===== config.mk =====
export PLATFORM = sky130hd
export DESIGN_NAME = correlating_pht
export DESIGN_NICKNAME = d
export VERILOG_FILES = /design/src/rtl/cbp_pkg.sv /design/src/rtl/cbp_ghr.sv /design/src/rtl/correlating_pht.sv
export SDC_FILE = /design/constraint.sdc
export NUM_CORES = 2
export LEC_CHECK = 0
export CORE_MARGIN = 1.5
export CORE_UTILIZATION = 30
export DETAILED_ROUTE_END_ITERATION = 8
export HOLD_SLACK_MARGIN = 0.12
export SLEW_MARGIN = 20
export SYNTH_ARGS = -nofsm -noshare
export SYNTH_HDL_FRONTEND = slang
export SYNTH_SLANG_ARGS = --single-unit
export TNS_END_PERCENT = 1

===== constraint.sdc =====
create_clock -name clk -period 73.7 [get_ports clk]
set_input_delay 14.74 -clock clk [delete_from_list [all_inputs] [get_ports clk]]
set_output_delay 14.74 -clock clk [all_outputs]
set_load 0.05 [all_outputs]

===== src/rtl/cbp_pkg.sv =====
// Shared types and helpers for the correlating branch predictor pattern history table.
package cbp_pkg;

  typedef enum logic {INIT, RUN} cbp_state_t;

  // Counters are handled as 32-bit values here so the helpers stay width-generic.
  function automatic logic [31:0] cnt_init(input int unsigned n);
    return (32'd1 << (n - 1)) - 32'd1;
  endfunction

  // Saturation is decided before the add/subtract, so neither end can wrap.
  function automatic logic [31:0] sat_next(input logic [31:0] cnt, input logic taken,
                                           input int unsigned n);
    logic [31:0] max_cnt;
    max_cnt = (32'd1 << n) - 32'd1;
    if (taken)
      return (cnt == max_cnt) ? cnt : cnt + 32'd1;
    else
      return (cnt == '0) ? cnt : cnt - 32'd1;
  endfunction

endpackage


===== src/rtl/cbp_ghr.sv =====
// Global history register: non-speculative shift of resolved branch outcomes.
module cbp_ghr #(
  parameter int unsigned M = 2
) (
  input  logic         clk,
  input  logic         rst_n,
  input  logic         shift_en,
  input  logic         bit_in,
  output logic [M-1:0] ghr
);

  generate
    if (M == 1) begin : g_single
      always_ff @(posedge clk or negedge rst_n) begin
        if (!rst_n)
          ghr <= '0;
        else if (shift_en)
          ghr <= bit_in;
      end
    end else begin : g_shift
      always_ff @(posedge clk or negedge rst_n) begin
        if (!rst_n)
          ghr <= '0;
        else if (shift_en)
          ghr <= {ghr[M-2:0], bit_in};
      end
    end
  endgenerate

endmodule


===== src/rtl/correlating_pht.sv =====
// (M,N) correlating pattern history table with GHR, registered predict port,
// saturating update port and a post-reset initialisation sweep.
module correlating_pht
  import cbp_pkg::*;
#(
  parameter int unsigned M = 2,
  parameter int unsigned N = 2,
  parameter int unsigned R = 8
) (
  input  logic         clk,
  input  logic         rst_n,
  output logic         ready,
  input  logic         pred_req,
  input  logic [R-1:0] pred_pc,
  output logic         pred_vld,
  output logic         pred_taken,
  output logic [N-1:0] pred_cnt,
  output logic [M-1:0] pred_ghr,
  input  logic         upd_vld,
  input  logic [R-1:0] upd_pc,
  input  logic [M-1:0] upd_ghr,
  input  logic         upd_taken
);

  localparam int unsigned IW = R + M;
  localparam int unsigned DEPTH = 1 << IW;
  localparam logic [N-1:0] CNT_INIT = N'(cnt_init(N));

  cbp_state_t state, state_next;
  logic [IW-1:0] init_ptr;
  logic [N-1:0]  cnt_mem [DEPTH];
  logic [M-1:0]  ghr;

  logic          pred_fire, upd_fire;
  logic [IW-1:0] pidx, uidx, waddr;
  logic [N-1:0]  upd_next, wdata, pred_val;
  logic          we;

  assign ready     = (state == RUN);
  assign pred_fire = pred_req & ready;
  assign upd_fire  = upd_vld & ready;
  assign pidx      = {ghr, pred_pc};
  assign uidx      = {upd_ghr, upd_pc};

  always_ff @(posedge clk or negedge rst_n) begin
    if (!rst_n) begin
      state    <= INIT;
      init_ptr <= '0;
    end else begin
      state <= state_next;
      if (state == INIT)
        init_ptr <= init_ptr + 1'b1;
    end
  end

  always_comb begin
    state_next = state;
    if (state == INIT && (&init_ptr))
      state_next = RUN;
  end

  always_comb begin
    upd_next = N'(sat_next(32'(cnt_mem[uidx]), upd_taken, N));
    we       = 1'b0;
    waddr    = uidx;
    wdata    = upd_next;
    if (state == INIT) begin
      we    = 1'b1;
      waddr = init_ptr;
      wdata = CNT_INIT;
    end else if (upd_fire) begin
      we = 1'b1;
    end
  end

  always_ff @(posedge clk) begin
    if (we)
      cnt_mem[waddr] <= wdata;
  end

  // A same-cycle update to the predicted entry is forwarded so the prediction sees it.
  always_comb begin
    pred_val = cnt_mem[pidx];
    if (upd_fire && (uidx == pidx))
      pred_val = upd_next;
  end

  always_ff @(posedge clk or negedge rst_n) begin
    if (!rst_n) begin
      pred_vld   <= 1'b0;
      pred_taken <= 1'b0;
      pred_cnt   <= '0;
      pred_ghr   <= '0;
    end else begin
      pred_vld <= pred_fire;
      if (pred_fire) begin
        pred_cnt   <= pred_val;
        pred_taken <= pred_val[N-1];
        pred_ghr   <= ghr;
      end
    end
  end

  cbp_ghr #(.M(M)) u_ghr (
    .clk      (clk),
    .rst_n    (rst_n),
    .shift_en (upd_fire),
    .bit_in   (upd_taken),
    .ghr      (ghr)
  );

endmodule


==> flow_summary.json <==
{
  "status": "finished, final reports clean",
  "clkSlewWorstSetupHoldPaths_ps": 60,
  "worst-path-max-fanout": 111,
  "num_rows": 212,
  "ir_drop_mv": 0.02353,
  "drcViolationCount": 0,
  "path_cells": "buf_8 -> buf_12 -> buf_4 -> buf_4 -> mux4_2 -> a22o_1 -> a221oi_1 -> o22ai_1 -> nor3_1 -> buf_4 -> or3_1 -> o311ai_0 -> o31ai_1 -> maj3_1 -> nand2b_4 -> buf_4 -> buf_6 -> buf_4",
  "tns_ps": 0,
  "wirelength_um": 356000,
  "start_kind": "input pin",
  "insertion_delay_ps": 910,
  "synth_simple_gate_area_share_pct": 5.785,
  "muxShareOfSynthArea_pct": 26.47,
  "grt_max_degree": 275,
  "post-cts-setup-buffers": 0,
  "critPathBufInv": 8,
  "wl_per_cell_um": 34.56,
  "yosysSeqAreaShare_pct": 61.46,
  "synth_cell_types": 71,
  "post-route-period-util_pct": 31.17,
  "antenna_found_initial": 23,
  "cts.sinks": 2066,
  "slew_viol_final": 0,
  "cts_resized": 0,
  "dieArea_um2": 339500,
  "max_stage_delay_ps": 890,
  "power_leakage_nw": 32.94,
  "ys.flop_type": "edfxtp_1",
  "numCtsBuffers": 216,
  "setup_viol": 0,
  "syn_area_um2": 100800,
  "syn_nets": 5879,
  "die_x_um": 582.6,
  "postLayoutCoreUtil_pct": 33.77,
  "synthXorXnorAreaFrac_pct": 0.1651,
  "max-slew-margin-rel_pct": 12.48,
  "core_um2": 334000,
  "hp-class": "reg2reg",
  "start_util_pct": 30.18,
  "skew_ps": 64.87,
  "synth_edf_count": 2048,
  "drt_iter0_markers": 9470,
  "drive_above_1_share_pct": 29.02,
  "rsz0062_at_grt": "no",
  "required_ps": 74220,
  "grt-ovfl-total": 0,
  "areaGrowthSynthToFinish_pct": 11.89,
  "synth-compound-area-share_pct": 3.218,
  "postSynthCellCount": 5855,
  "yosysWarnings": 0,
  "layout_common_cells": "edfxtp_1, mux4_2, nor2_1, clkbuf_16, mux2i_1",
  "synth_fa_ha_area_share_pct": 0.03228,
  "synth_top_family_by_area": "multiplexers",
  "cp_top_family": "buffers and inverters",
  "synthArstFlopShare_pct": 0.8712,
  "cts_tree": "yes",
  "clockBufferDepth": 3,
  "synth_top_area_share_pct": 61.02,
  "gp_congestion": 0.9356,
  "vias_per_cell": 6.054,
  "grt_pass1_wl_um": 495900,
  "period_minus_slack_ps": 22970,
  "die_h_um": 582.6,
  "critPathArrivalTime_ps": 23490,
  "cp_slowest_cell": "buf_4",
  "ioPinCount": 30,
  "finalNetCount": 5742,
  "track_usage_pct": 20.62,
  "hold_buffers": 0,
  "first_pass_iters": 7,
  "clockRootBuffer": "clkbuf_16",
  "port_buffers": 29,
  "whs_ps": 522.9,
  "pwr_density_cell_nw_per_um2": 22.18,
  "htreeDepth": 4,
  "cp-end-kind": "flip-flop",
  "synth-seq-cells": 2066,
  "worst_pin_slew_ps": 1301,
  "num_vias": 62364,
  "synthTopCellsByArea": "edfxtp_1, mux4_2, nor2_1",
  "cap_viol_max_count": 0,
  "crit_type": "in2reg",
  "clock.fmax_mhz": 43.53,
  "hold_viol": 0,
  "synth_area_leader_cell": "edfxtp_1",
  "final_common_cell": "edfxtp_1",
  "grt_pass1_vias": 62692,
  "synth.avg_cell_area_um2": 17.21,
  "crit_path_frequent_cell": "buf_4",
  "hpwl_um": 218800,
  "ant_nets": 0
}
cell usage after synthesis (all sizes together) (46+ instances only):
master	instances
edfxtp	2048
a221oi	46
mux2i	196
nand2	161
clkbuf	305
a21oi	64
nor3	51
o21ai	48
nor2	1059
mux4	1088
a22oi	134
buf	255
worst register-to-register path, delay by kind of cell (launching register included):
kind | cells | cell delay [ps]
and+or+nand+nor | 3 | 1130
adders and majority gates | 1 | 280
muxes | 1 | 470
buffers and inverters | 4 | 2730
DFF | 1 | 390
AOI/OAI and AO/OA | 5 | 1530
power breakdown:
group	total, mW	switching (mW)	internal (mW)
sequential	1.27	0	1.27
combinational	0.117	0.0798	0.0376
clock	1.11	0.489	0.624
total	2.50	0.569	1.93
layout make-up:
type                       count  area (um^2)
antenna                       11        27.53
clock buffer                 244         5510
clock inverter               159         1633
fill                       31346       221200
inverter                      14        52.55
multi-input combinational   3215        36290
sequential                  2066        61950
tap                         4387         5489
timing repair buffer         205         1818
registers in the layout, indices dropped and copies added (netlist names):
signal      flops
init_ptr       10
pred_cnt        1
cnt_mem      2048
pred_vld        1
pred_ghr        2
u_ghr.ghr       2
pred_taken      1
ready           1
cell families (layout without fill, tap and decap cells):
logic type	count (synthesis)	count (layout)
buffers and inverters	574	622
AND/OR/NAND/NOR	1435	1435
flip-flops	2066	2066
other	0	11
AO/OA/AOI/OAI	455	455
adder cells (fa/ha/maj)	3	3
XOR/XNOR	19	19
multiplexers	1303	1303
through the flow:
step	power, mW	setup WS [ps]	std cells	instance area [um^2]
6_report	2.502	50730	10301	112800
5_1_grt	2.551	50300	10292	112800
4_1_cts	2.506	49920	10288	112700
3_5_place_dp	1.412	49010	9885	105500
3_3_place_gp	1.412	49070	9883	105400
2_1_floorplan	1.370	26360	5855	100800
per-layer routing:
layer  routed length, um  track usage, %
met3               41760           5.184
met2              162900           31.80
met4               23660           12.28
met5                  56               0
met1              127600           26.28
path summary, 6_finish.rpt:
kind | start | slack [ps] | to | cells after the start
setup / recovery | upd_pc[0] | 50730 | cnt_mem[504][0]$_DFFE_PP_ | 18
hold / removal | init_ptr[4]$_DFFE_PN0N_ | 520 | init_ptr[4]$_DFFE_PN0N_ | 1
setup reg to reg | cnt_mem[765][0]$_DFFE_PP_ | 66740 | cnt_mem[504][0]$_DFFE_PP_ | 14
hold reg to reg | init_ptr[4]$_DFFE_PN0N_ | 520 | init_ptr[4]$_DFFE_PN0N_ | 1
max in group asynchronous | rst_n | 59080 | ready$_DFFE_PN0P_ | 2
min in group asynchronous | rst_n | 14250 | pred_vld$_DFF_PN0_ | 2
Note: power is estimated with default switching activity, not from simulation.
